<file path="src/rtl/fb_arb_pkg.sv">
// fb_arb_pkg: shared FSM state type and default frame/burst constants for the frame-buffer arbiter
package fb_arb_pkg;
  typedef enum logic [1:0] {IDLE, CMD, WAIT} state_t;
  localparam int H_ACTIVE = 640;
  localparam int V_ACTIVE = 480;
  localparam int FB_FRAME_WORDS = H_ACTIVE * V_ACTIVE;
  localparam int FB_BURST_LEN = 8;
endpackage

</file>
<file path="src/rtl/fb_addr_track.sv">
// fb_addr_track: per-side burst address counter with frame wrap, frame_done flag and restart
//   clk, rst_n   clock, async active-low reset
//   restart      frame-start pulse: address 0, frame_done cleared (beats advance)
//   advance      burst accepted on this side: address += BURST_LEN
//   addr         current burst start address
//   frame_done   set on wrap; blocks this side until restart
module fb_addr_track
  import fb_arb_pkg::*;
#(
  parameter int ADDR_W = 22,
  parameter int BURST_LEN = FB_BURST_LEN,
  parameter int FRAME_WORDS = FB_FRAME_WORDS
) (
  input  logic              clk,
  input  logic              rst_n,
  input  logic              restart,
  input  logic              advance,
  output logic [ADDR_W-1:0] addr,
  output logic              frame_done
);
  logic [ADDR_W-1:0] addr_d, addr_q;
  logic done_d, done_q;
  logic [ADDR_W:0] nxt;
  logic wrap;
  always_comb begin
    nxt = {1'b0, addr_q} + (ADDR_W+1)'(BURST_LEN);
    wrap = nxt >= (ADDR_W+1)'(FRAME_WORDS);
    addr_d = restart ? '0 : advance ? (wrap ? '0 : nxt[ADDR_W-1:0]) : addr_q;
    done_d = !restart && (done_q || (advance && wrap));
  end
  always_ff @(posedge clk or negedge rst_n) begin
    if (!rst_n) begin
      addr_q <= '0;
      done_q <= 1'b0;
    end else begin
      addr_q <= addr_d;
      done_q <= done_d;
    end
  end
  assign addr = addr_q;
  assign frame_done = done_q;
endmodule

</file>
<file path="src/rtl/vga_fb_arbiter.sv">
// vga_fb_arbiter: single-port frame-buffer burst scheduler between capture writes and display reads
//   iCLK, iRST_N               clock, async active-low reset
//   iVS_START / iCAP_START     frame-start pulses restarting the read / write address
//   iRD_USED / iWR_USED        display read / capture write FIFO fill levels
//   iRD_REQ                    display consumes a word this cycle
//   oCMD_VALID/iCMD_READY      burst command handshake; oCMD_WRITE, oCMD_ADDR held while valid
//   iBURST_DONE                accepted burst has completed
//   oRD_BUSY / oWR_BUSY        read / write burst in flight
//   oUNDERRUN                  sticky underrun flag, built only with FB_ARB_UNDERRUN_EN
module vga_fb_arbiter
  import fb_arb_pkg::*;
#(
  parameter int BURST_LEN = FB_BURST_LEN,
  parameter int FRAME_WORDS = FB_FRAME_WORDS,
  parameter int ADDR_W = 22,
  parameter int FIFO_W = 10,
  parameter int RD_FIFO_DEPTH = 512,
  parameter int RD_LOW_WM = 128
) (
  input  logic              iCLK,
  input  logic              iRST_N,
  input  logic              iVS_START,
  input  logic              iCAP_START,
  input  logic [FIFO_W-1:0] iRD_USED,
  input  logic [FIFO_W-1:0] iWR_USED,
  input  logic              iRD_REQ,
  output logic              oCMD_VALID,
  input  logic              iCMD_READY,
  output logic              oCMD_WRITE,
  output logic [ADDR_W-1:0] oCMD_ADDR,
  input  logic              iBURST_DONE,
  output logic              oRD_BUSY,
  output logic              oWR_BUSY,
  output logic              oUNDERRUN
);
  localparam logic [FIFO_W-1:0] RD_MAX = FIFO_W'(RD_FIFO_DEPTH - BURST_LEN);
  localparam logic [FIFO_W-1:0] RD_LOW = FIFO_W'(RD_LOW_WM);
  localparam logic [FIFO_W-1:0] BL = FIFO_W'(BURST_LEN);
  state_t state_d, state_q;
  logic valid_d, valid_q, write_d, write_q, rd_busy_d, rd_busy_q, wr_busy_d, wr_busy_q;
  logic [ADDR_W-1:0] addr_d, addr_q, rd_addr, wr_addr;
  logic rd_done, wr_done, rd_elig, rd_urg, wr_elig, grant_rd, grant_wr, accept;
  fb_addr_track #(.ADDR_W(ADDR_W), .BURST_LEN(BURST_LEN), .FRAME_WORDS(FRAME_WORDS)) u_rd (
    .clk(iCLK), .rst_n(iRST_N), .restart(iVS_START), .advance(accept && !write_q),
    .addr(rd_addr), .frame_done(rd_done)
  );
  fb_addr_track #(.ADDR_W(ADDR_W), .BURST_LEN(BURST_LEN), .FRAME_WORDS(FRAME_WORDS)) u_wr (
    .clk(iCLK), .rst_n(iRST_N), .restart(iCAP_START), .advance(accept && write_q),
    .addr(wr_addr), .frame_done(wr_done)
  );
  // write_q always holds the type of the most recent grant, so it doubles as last_was_write
  always_comb begin
    rd_elig = !rd_done && iRD_USED <= RD_MAX;
    rd_urg = rd_elig && iRD_USED < RD_LOW;
    wr_elig = !wr_done && iWR_USED >= BL;
    grant_rd = state_q == IDLE && (rd_urg || (rd_elig && !(wr_elig && !write_q)));
    grant_wr = state_q == IDLE && wr_elig && !grant_rd;
    accept = state_q == CMD && iCMD_READY;
    state_d = (grant_rd || grant_wr) ? CMD : accept ? WAIT :
              (state_q == WAIT && iBURST_DONE) ? IDLE : state_q;
    write_d = grant_rd ? 1'b0 : grant_wr ? 1'b1 : write_q;
    addr_d = grant_rd ? rd_addr : grant_wr ? wr_addr : addr_q;
    valid_d = state_d == CMD;
    rd_busy_d = state_d != IDLE && !write_d;
    wr_busy_d = state_d != IDLE && write_d;
  end
  always_ff @(posedge iCLK or negedge iRST_N) begin
    if (!iRST_N) begin
      state_q <= IDLE;
      valid_q <= 1'b0;
      write_q <= 1'b0;
      addr_q <= '0;
      rd_busy_q <= 1'b0;
      wr_busy_q <= 1'b0;
    end else begin
      state_q <= state_d;
      valid_q <= valid_d;
      write_q <= write_d;
      addr_q <= addr_d;
      rd_busy_q <= rd_busy_d;
      wr_busy_q <= wr_busy_d;
    end
  end
  assign oCMD_VALID = valid_q;
  assign oCMD_WRITE = write_q;
  assign oCMD_ADDR = addr_q;
  assign oRD_BUSY = rd_busy_q;
  assign oWR_BUSY = wr_busy_q;
`ifdef FB_ARB_UNDERRUN_EN
  logic underrun_d, underrun_q;
  // frame start clears the flag even if an underrun is seen in the same cycle
  always_comb underrun_d = !iVS_START && (underrun_q || (iRD_REQ && iRD_USED == '0));
  always_ff @(posedge iCLK or negedge iRST_N) begin
    if (!iRST_N) underrun_q <= 1'b0;
    else underrun_q <= underrun_d;
  end
  assign oUNDERRUN = underrun_q;
`else
  logic unused_rd_req;
  assign unused_rd_req = iRD_REQ;
  assign oUNDERRUN = 1'b0;
`endif
endmodule

</file>
<file path="config.mk">
export PLATFORM = sky130hd
export DESIGN_NAME = vga_fb_arbiter
export DESIGN_NICKNAME = d
export VERILOG_FILES = /design/src/rtl/fb_arb_pkg.sv /design/src/rtl/fb_addr_track.sv /design/src/rtl/vga_fb_arbiter.sv
export SDC_FILE = /design/constraint.sdc
export NUM_CORES = 1
export LEC_CHECK = 0
export BUFFER_PORTS_ARGS = -buffer_cell sky130_fd_sc_hd__buf_2
export CAP_MARGIN = 20
export CELL_PAD_IN_SITES_DETAIL_PLACEMENT = 1
export CELL_PAD_IN_SITES_GLOBAL_PLACEMENT = 2
export CORE_MARGIN = 2
export CORE_UTILIZATION = 31
export DETAILED_ROUTE_END_ITERATION = 6
export PLACE_DENSITY = 0.75
export SLEW_MARGIN = 20
export SYNTH_ARGS = -nofsm -noshare
export SYNTH_HDL_FRONTEND = slang
export SYNTH_SLANG_ARGS = --single-unit
</file>
<file path="constraint.sdc">
create_clock -name iCLK -period 2.75 [get_ports iCLK]
set_clock_uncertainty 0.1 [all_clocks]
set_input_delay 0.275 -clock iCLK [delete_from_list [all_inputs] [get_ports iCLK]]
set_output_delay 0.275 -clock iCLK [all_outputs]
set_load 0.01 [all_outputs]
</file>
* After elaboration in Yosys (flattened, before gate mapping)
Index checks and enable logic that the tools add are counted.
** Word-level totals
- Register bits after elaboration :: 74
- Input bits :: 27
- Output and inout bits :: 27
- Logic and storage cells :: 68
** Operators by class
- Add/subtract/negate cells :: 2
- Magnitude comparators :: 5
- Equality and inequality tests :: 3
- Mux-type cells :: 13
- Reductions and logical operators :: 35
** Operators by type and width (count)
- 22-bit two-way mux :: 8
- 22-bit by 4-bit adder with 23-bit output (second input constant) :: 2
- 23-bit by 19-bit >= comparator with 1-bit output (second input constant) :: 2
- 1-bit logical AND :: 18
- 10-bit by 4-bit >= comparator with 1-bit output (second input constant) :: 1
- 10-bit by 9-bit <= comparator with 1-bit output (second input constant) :: 1
- 10-bit by 8-bit less-than comparator with 1-bit output (second input constant) :: 1
- 1-bit logical NOT :: 8
- 2-bit nonzero test :: 4
- 2-bit two-way mux :: 3
- 2-bit by 1-bit equality test with 1-bit output (second input constant) :: 2
- 1-bit logical OR :: 4
- 2-bit equality test (second input constant) :: 1
- 2-bit logical NOT :: 1
- 1-bit two-way mux :: 2

* Depth between registers and ports, before layout
Gate-level depths: netlist of run 1.
- Depth after elaboration :: 13
- Depth in mapped cells :: 11
- Mapped depth without buffers :: 8

* Modules after synthesis
From an unflattened synthesis of run 1, not the netlist that was laid out.
** Unflattened totals
- Cells, all modules :: 413
- Area, all modules :: 4196.5 µm²
** By module, submodules not included
- fb_addr_track :: instances 2, cells each 154, area each 1296.2 µm², sequential area each 500.5 µm²
- vga_fb_arbiter :: instances 1, cells each 105, area each 1604.0 µm², sequential area each 700.7 µm²

* Worst setup path before layout of run 1
Ideal clock, no wire load.
- Kind :: register to register
- From :: reg u_wr.addr_q[3] (netlist: u_wr.addr[3])
- To :: reg u_wr.addr_q[10] (netlist: u_wr.addr[10])
- Data arrival time :: 2.560 ns
- Path slack :: 0.010 ns
- Stages on the path, launching flop included :: 11
- Path buffers :: 2
- Cells stage by stage :: dfrtp_1 > ha_1 > and4_1 > buf_4 > or4b_1 > buf_2 > or3_4 > a21oi_2 > nand3_2 > or3_1 > o211ai_2
** Between the ends
- Word-level cells in the longest chain between the ends :: 5
** Ends and longest elaborated chain
- from (decl) :: line fb_addr_track.sv:21 : logic [ADDR_W-1:0] addr_d, addr_q;
- from (signal assigned) :: line fb_addr_track.sv:36 : addr_q <= addr_d;
- 22-bit by 4-bit adder with 23-bit output (*) :: line fb_addr_track.sv:26 : nxt = {1'b0, addr_q} + (ADDR_W+1)'(BURST_LEN);
- 23-bit by 19-bit >= comparator with 1-bit output :: line fb_addr_track.sv:27 : wrap = nxt >= (ADDR_W+1)'(FRAME_WORDS);
- 22-bit two-way mux (*) (3 in series) :: line fb_addr_track.sv:28 : addr_d = restart ? '0 : advance ? (wrap ? '0 : nxt[ADDR_W-1:0]) : addr_q;
Mark *: on every way between the ends. The rest lies on a longest branch, timed or not. The select of a mux whose other input is x is not followed.
A chain may end at the register's enable or synchronous reset.

* Final worst setup path of run 1
- From :: reg u_wr.addr_q[4] (netlist: u_wr.addr[4])
- To :: reg u_wr.addr_q[8] (netlist: u_wr.addr[8])
The elaborated chain is that of the path after synthesis.

==> run summary, run 1 <==
Clock latency on the worst-skew pair, taken at its later pin, is 340 ps. The average detailed-routed wire length per instance came out at 17.3 um. The root buffer cell chosen for the clock tree is sky130_fd_sc_hd__clkbuf_16. STA classifies the critical path endpoint as a flip-flop. In the post-synthesis netlist, the biggest area contributors are sky130_fd_sc_hd__dfrtp_1, sky130_fd_sc_hd__nand2_1, sky130_fd_sc_hd__mux2i_1, sky130_fd_sc_hd__o21ai_0, sky130_fd_sc_hd__nand3_1. The total power consumption of the routed design came out at 2.71 mW.

The final setup violation count came out at 0. In the layout the commonest cells are sky130_fd_sc_hd__dfrtp_1, sky130_fd_sc_hd__nand2_1, sky130_fd_sc_hd__buf_2, sky130_fd_sc_hd__buf_4, sky130_fd_sc_hd__o21ai_0. In this run the count of I/O pins placed on the die edge is 54.

Among cell families on the critical path, the largest total delay comes from simple AND/OR/NAND/NOR gates. The final sum of negative setup slack came out at 0 ps. The effective utilization at floorplan came out at 31.7%. The peak fanout along the critical path is 10. The worst endpoint required time came out at 2870 ps. TritonCTS built the clock tree.

After the last flow step, the layout net total stands at 538. The number of input and output port buffers inserted came out at 45. In the synthesized netlist the async set-or-reset flop fraction comes to 100%. The initialized floorplan defines 40 standard-cell rows. The detail-routed via count per cell came out at 5.24. The peak clock frequency supported by timing is 0.381 GHz.

The die is 115 um wide. The standard cell with the maximum stage delay on the critical path is sky130_fd_sc_hd__or4b_4. The total routing resource utilization after global routing is 18.6%. The critical path launch point type is a flip-flop. The aggregate routed wire length came out at 11.4 mm. The top cell type by area accounts for 42.8% of the synthesized area. The total die area came out at 0.0132 mm^2.

The number of diodes came out at 0. Data on the critical path arrives at its endpoint at approximately 2700 ps. In this design, the stage delay of the slowest critical-path cell is 470 ps. The area overhead of the layout relative to synthesis is 25.4%. The leakage power total is 2.06 nW. The final critical-path share of the clock period is 95.4%.

Counting flops and latches in the post-synthesis netlist gives 65. The number of max-slew violations in the final report came to 0. Setup repair after global routing left no endpoint under its margin. The count of distinct cell types in the synthesized netlist is 54. From bottom edge to top edge, the die measures 115 um. The clock period minus worst slack came out at 2620 ps. Of all cell types, the one taking the most synthesized area is sky130_fd_sc_hd__dfrtp_1. The clock passes through at most 2 buffers.

The total power density per cell area is 568 mW/mm^2. Synthesis produced a netlist whose cell count is 447. In this run, synthesis inferred 0 flip-flops with an integrated enable. The fraction of final layout cells sized beyond drive strength 1 came out at between 20% and 30%. The max-cap check violation count is 0.

The total of warnings raised by yosys came out at 0. Traced cell by cell, the critical path runs through ha_1, and4_1, or4b_4, buf_4, o21bai_1, a21oi_4, nand3_4, buf_4, o21bai_1, mux2_2. The first-pass GRT wire length came out at between 15 and 20 mm. The total clock buffers created by CTS is 9. After legalization and detailed placement, the total HPWL measured between 8 and 9 mm. The number of antenna violations at the first check in global routing is 0. The setup path with the least slack is of type reg2reg. A synthesized cell averages 8.51 um^2. The global-route congestion overflow total is 0. The total DRC errors in the routed layout came out at 0.

The commonest register cell after synthesis is sky130_fd_sc_hd__dfrtp_1. The count of final hold-check violations is 0. The summed instance area of the synthesized netlist came out at 0.00380 mm^2.

The path category of the worst min-delay check is in2reg. The sequential fraction of the synthesis area is 42.8%. The first-pass iteration count of the detailed router came out at 4. The total number of vias came out at 3461.

Clock tree synthesis found a total of 65 sinks. Setup slack on the critical path of the routed design comes to 127 ps. At the end of routability-driven placement, the weighted congestion stood at 0.791. After clock tree synthesis, the clock-pin slew on the worst setup and hold paths is 50 ps. The via count of the first global-routing pass came out at 3680. The run finished with clean final reports. In this run the remaining antenna-violating nets after routing total 0. The initial detailed-routing violation count is 158. After floorplanning, the core was sized to cover 0.0120 mm^2. The pre-CTS worst setup slack is -120 ps.

The largest vdd supply drop is 290 uV. The most common library cell in the layout ignoring fill and taps is sky130_fd_sc_hd__dfrtp_1. Together, buffers and inverters on the worst path number 2. The final core utilization is around two fifths. The maximum number of pins on one net before global-route repair came out at 66. The number of H-tree branching levels came out at 3.
==> path summary, 6_finish.rpt <==
kind,start,to,slack (ps),depth (start not counted)
max,u_wr.addr[4],u_wr.addr[8],130,10
min,iCAP_START,u_wr.frame_done,80,2
max reg2reg,u_wr.addr[4],u_wr.addr[8],130,10
min reg2reg,u_wr.frame_done,u_wr.frame_done,430,2
max in group asynchronous,iRST_N,u_rd.addr[4],1860,3
min in group asynchronous,iRST_N,u_wr.addr[18],380,3
==> logic make-up after synthesis <==
family / after synthesis / share of synthesized area [%]
compound gates: 91 / 14.8
mux: 22 / 5.82
fa+ha+maj: 2 / 0.658
flops: 65 / 42.8
xor+xnor: 10 / 2.30
simple gates: 206 / 27.5
other cells: 1 / 0.0986
buf+inv: 50 / 6.02
==> per-layer routing <==
metal  GRT usage [%]  vias to the layer above  share of wire [%]  wire [um]
li1                -                     1709                  -          -
met1            24.1                     1717                 48       5460
met2            30.8                       22                 49       5580
met3            3.53                       13                1.8        205
met4            7.15                        0                1.7        190
met5               0                        -                  0          0
==> metrics by stage <==
step / instances / hold WS (ps) / cell area [um^2]
after floorplan: 450 / -121 / 3810
after global placement: 643 / 229 / 4380
after detailed placement: 643 / 236 / 4380
after CTS: 661 / 77.9 / 4710
after global routing: 661 / 76.5 / 4770
final: 661 / 81.8 / 4770
==> power by group <==
group	total, mW	internal [mW]	switching [mW]
logic	0.388	0.151	0.237
clock network	1.23	0.794	0.432
registers	1.10	1.03	0.0700
total	2.71	1.97	0.739
==> cells in the mapped netlist (all sizes together), types with 2 or more instances <==
cell type	n
dfrtp	65
nand2	59
o21ai	39
nor2	31
clkbuf	29
nand3	28
mux2i	21
nor3	21
a21oi	16
nor4	16
nand4	15
buf	14
and2	9
inv	7
a31oi	6
nor2b	6
a211o	5
o31ai	5
xnor2	5
xor2	5
and3	4
nor3b	4
o21bai	4
a21o	3
o211ai	3
a22o	2
and4	2
ha	2
nand2b	2
o21a	2
or3	2
or4	2
==> worst reg2reg max path, stage by stage, from the launching register on <==
cell and delay [ps]:
sky130_fd_sc_hd__dfrtp_1 350, sky130_fd_sc_hd__ha_1 180, sky130_fd_sc_hd__and4_1 210, sky130_fd_sc_hd__or4b_4 470, sky130_fd_sc_hd__buf_4 170, sky130_fd_sc_hd__o21bai_1 260, sky130_fd_sc_hd__a21oi_4 100, sky130_fd_sc_hd__nand3_4 110
sky130_fd_sc_hd__buf_4 200, sky130_fd_sc_hd__o21bai_1 80, sky130_fd_sc_hd__mux2_2 270
==> cell type report <==
type | count | area [um^2]
clock buffer | 13 | 240
sequential | 65 | 1630
inverter | 7 | 26.3
clock inverter | 3 | 65.1
tap | 147 | 184
fill | 1445 | 7240
timing repair buffer | 91 | 586
multi-input combinational | 335 | 2040
==> repair_timing <==
item                                   in CTS  in global routing
endpoints found under the hold margin      65                  0
setup buffers                               1                  0
hold buffers                                1                  0
pin swaps                                   2                  1
resized for setup                           3                 13
setup endpoints to repair                  15                 30
==> registers in the layout (all words and copies together) (netlist names) <==
register	count
oCMD_ADDR	19
oCMD_VALID	1
oCMD_WRITE	1
oRD_BUSY	1
oWR_BUSY	1
state_q	2
u_rd.addr	19
u_rd.frame_done	1
u_wr.addr	19
u_wr.frame_done	1
No activity file was read; power rests on OpenSTA's default activity.
==> run 2: changes to the inputs <==
--- a/config.mk
+++ b/config.mk
@@ -10,10 +10,11 @@
 export CELL_PAD_IN_SITES_DETAIL_PLACEMENT = 1
 export CELL_PAD_IN_SITES_GLOBAL_PLACEMENT = 2
 export CORE_MARGIN = 2
-export CORE_UTILIZATION = 31
+export CORE_UTILIZATION = 34
 export DETAILED_ROUTE_END_ITERATION = 6
-export PLACE_DENSITY = 0.75
+export PLACE_DENSITY = 0.76
 export SLEW_MARGIN = 20
 export SYNTH_ARGS = -nofsm -noshare
 export SYNTH_HDL_FRONTEND = slang
+export SYNTH_HIERARCHICAL = 1
 export SYNTH_SLANG_ARGS = --single-unit
==> run summary, run 2 <==
The total DRC errors in the routed layout is 0 (unchanged). The multiplexer share of the synthesized area was 14.8% (+9.0 points). The average detailed-routed wire length per instance came out at 18.1 um (+4.6%).

The final critical-path share of the clock period came out at 93.2% (-2.1 points). After synthesis, the largest family of logic cells by area is simple AND/OR/NAND/NOR gates. The floorplan row count was 40 (unchanged). The total die area is 0.0132 mm^2 (+0.57%).

The routability congestion estimate from global placement came out at 0.871 (+10%). The final layout net count is 508 (-5.6%). The register with the most flip-flops in the layout has 22 of them. The aggregate routed wire length was 11.4 mm (-0.15%).

The final setup violation count is 0 (unchanged). The count of distinct cell types in the synthesized netlist is 55 (+1.9%). The clock period minus worst slack is 2560 ps (-59.0 ps). The fraction of synthesized cell area taken by the top area cell type came to 40.5% (-2.2 points). The total power consumption of the routed design is 3.16 mW (+16%).

The final cell area excluding filler cells is 0.00494 mm^2 (+3.5%). Setup repair after global routing left no endpoint under its margin. The number of diodes is 0 (unchanged). The maximum number of pins on one net before global-route repair is 28 (-58%). The final core utilization came out at 41.1% (+1.4 points).

The number of buffer and inverter stages on the critical path came to 1 (-1). The clock sink count was 68 (+4.6%). The cell family contributing the most delay on the critical path is compound AO/OA/AOI/OAI gates. The effective utilization at floorplan is 34.9% (+3.3 points).

The peak fanout along the critical path is 12 (+2). The detail-routed via count per cell is 5.35 (+2.1%). The fraction of final layout cells sized beyond drive strength 1 came to 31.4% (+6.9 points). The half-perimeter wire length after placement is 8.52 mm (+4.8%).

For this run, the leading register cell type out of synthesis is sky130_fd_sc_hd__dfrtp_1. Walking the worst path, the cells encountered are ha_1, nand4_1, nor4_4, o2111a_2, o21ai_2, o31ai_4, buf_4, nand3_1, a31oi_1. The peak clock frequency supported by timing came out at 0.390 GHz (+2.3%). The highest cell delay on the worst timing path came to 380 ps (-90 ps). The largest vdd supply drop came out at 286 uV (-1.3%). The width of the die is 115 um (+0.28%). The relative slew slack came out at between 50% and 60%. The total number of vias is 3374 (-2.5%). The die height came out at 115 um (+0.28%). The root buffer cell chosen for the clock tree is sky130_fd_sc_hd__clkbuf_16. The worst endpoint required time came to 2910 ps (+40 ps). The critical path class is reg2reg.

The number of nets with antenna violations after detailed routing is 0 (unchanged). The xor and xnor area share after synthesis came out at 1.67% (-0.63 points). The measured slew at the worst slew-check pin is 689 ps. The global-route congestion overflow total is 0 (unchanged). The total power density per cell area is 639 mW/mm^2 (+13%). The arithmetic-cell share of the synthesized area counting full adders, half adders and majority gates came out at 0.596% (-0.062 points). The flow ran to the end, and the final reports show no timing, DRC or antenna violations.

The count of buffers added by post-CTS timing repair for setup is 0 (-1). Ranked by instance count, the synthesized netlist is headed by sky130_fd_sc_hd__dfrtp_1, sky130_fd_sc_hd__nand2_1, sky130_fd_sc_hd__nand3_1. The initial detailed-routing violation count is 111 (-30%). The area of the core came to 0.0120 mm^2 (unchanged).

The total routing resource utilization after global routing came out at 18.3% (-0.28 points). The sequential fraction of the synthesis area came out at 40.5% (-2.2 points). The summed instance area of the synthesized netlist was 0.00420 mm^2 (+10%). The first-pass iteration count of the detailed router is 4 (unchanged). The post-detailed-placement cell area was 0.00466 mm^2 (+6.5%). The total clock buffers created by CTS was 9 (unchanged).

The number of H-tree branching levels came out at 3 (unchanged). By area the synthesized netlist is led by sky130_fd_sc_hd__dfrtp_1, sky130_fd_sc_hd__mux2_4, sky130_fd_sc_hd__nand3_1, sky130_fd_sc_hd__nand2_1, sky130_fd_sc_hd__a21oi_1. The clock latency at the later pin of the worst-skew pair is 340 ps (about the same). The largest individual stage delay along the critical path comes from the cell sky130_fd_sc_hd__nor4_4. The top cell types in the final layout, fill and taps aside, are sky130_fd_sc_hd__dfrtp_1, sky130_fd_sc_hd__buf_2, sky130_fd_sc_hd__nand2_1, sky130_fd_sc_hd__nand3_1, sky130_fd_sc_hd__mux2_4.

The worst setup path is launched from a flip-flop. The arrival time at the worst endpoint is 2720 ps (-20 ps). The I/O pin count came out at 54 (unchanged).

The via count of the first global-routing pass came out at 3569 (-3.0%). In the post-synthesis netlist, the cell with the most instances is sky130_fd_sc_hd__dfrtp_1. The count of fill cells added during filler insertion came out at 1384 (-4.2%). The path category of the worst min-delay check is in2reg. TritonCTS built the clock tree.

The number of gates resized after CTS is 0 (-3). The count of final hold-check violations came out at 0 (unchanged). The maximum buffer depth of the clock tree came to 2 (unchanged). The number of max-slew violations in the final report is 0 (unchanged). The total of warnings raised by yosys is 6 (+6). The number of flops mapped to enable cells by yosys came to 0 (unchanged). The worst setup path is captured at a flip-flop. The synthesized flop and latch total came to 68 (+4.6%). The first-pass GRT wire length came to 18.5 mm (-2.2%). The number of instances in the synthesized netlist is 413 (-7.6%). The synthesized-area fraction occupied by ao, oa, aoi and oai cells is 14.5% (-0.29 points). The final sum of negative setup slack is 0 ps (unchanged). The simple logic cell fraction of the synthesized area is 22.7% (-4.8 points).

The clock-pin slew on the worst setup and hold paths is 50 ps (about the same). The synthesized area per cell came to 10.2 um^2 (+19%). The number of input and output port buffers inserted is 48 (+6.7%).

The post-synthesis async set-or-reset flop share came out at 100% (unchanged). The leakage power total was 2.32 nW (+13%). The number of hold-repair buffers added at the cts stage came out at 1 (unchanged). The area growth from synthesis to layout is 17.6%. The number of antenna violations at the first check in global routing was 0 (unchanged). The most common library cell in the layout ignoring fill and taps is sky130_fd_sc_hd__dfrtp_1. The cell type contributing the most total cell area after synthesis is sky130_fd_sc_hd__dfrtp_1. The max-cap check violation count came out at 0 (unchanged).
==> run 2: changes by cell type after synthesis, sizes merged, moves of 5 or more <==
cell,delta
a211o,-5
a21oi,+11
a31oi,+5
and2,+5
and3,+6
clkbuf,-21
mux2,+43
mux2i,-21
nand2,-19
nand3,+10
nor2,-14
nor3,-7
nor4,-6
o21ai,-25
==> run 2: logic make-up (layout without fill, tap and decap cells) <==
logic type      Yosys count  count (layout)
simple gates            173             173
xor+xnor                  8               8
buf+inv                  32              99
compound gates           83              83
flops                    68              68
fa+ha+maj                 2               2
mux                      44              44
other cells               3               7
==> run 2: worst register-to-register path: stages (launching register included) <==
cell and delay, ps:
sky130_fd_sc_hd__dfrtp_1 360, sky130_fd_sc_hd__ha_1 210, sky130_fd_sc_hd__nand4_1 230, sky130_fd_sc_hd__nor4_4 380, sky130_fd_sc_hd__o2111a_2 270, sky130_fd_sc_hd__o21ai_2 70, sky130_fd_sc_hd__o31ai_4 340, sky130_fd_sc_hd__buf_4 250
sky130_fd_sc_hd__nand3_1 90, sky130_fd_sc_hd__a31oi_1 180
==> run 2: metrics by stage <==
stage	hold WS [ps]	setup WS (ps)	instances
after detailed placement	217	188	614
after global routing	176	73.6	631
after CTS	145	190	631
after floorplan	-121	364	417
after global placement	210	282	614
final	158	186	631
==> run 2: area by class of cell <==
class                   count  area (um^2)  area share (%)
inverters                   7         26.3           0.532
multi-input cells         317         2310            46.7
repair buffers             76          453            9.18
clock inverters             2         10.0           0.203
flip-flops and latches     68         1700            34.5
well taps                 147          184            3.73
clock buffers              14          254            5.15
==> run 2: final timing paths <==
kind,startpoint,endpoint,slack [ps],depth (start not counted)
max reg2reg,u_wr/addr[3],u_wr/addr[7],190,9
max,u_wr/addr[3],u_wr/addr[7],190,9
min in group asynchronous,iRST_N,u_wr/addr[6],380,2
min reg2reg,u_rd/addr[21],u_rd/addr[21],420,1
min,iBURST_DONE,state_q[1],160,3
max in group asynchronous,iRST_N,oCMD_ADDR[13],1420,3
==> run 2: routing by layer <==
layer | part of all wire [%] | GRT usage, %
met1 | 45 | 22.9
met2 | 51 | 31.1
met3 | 2.6 | 4.64
met4 | 1.5 | 5.94
met5 | 0 | 0
==> run 2: power breakdown <==
| part | switching [mW] | internal, mW |
|---|---|---|
| registers | 0.122 | 1.13 |
| clock network | 0.413 | 0.632 |
| logic | 0.451 | 0.411 |
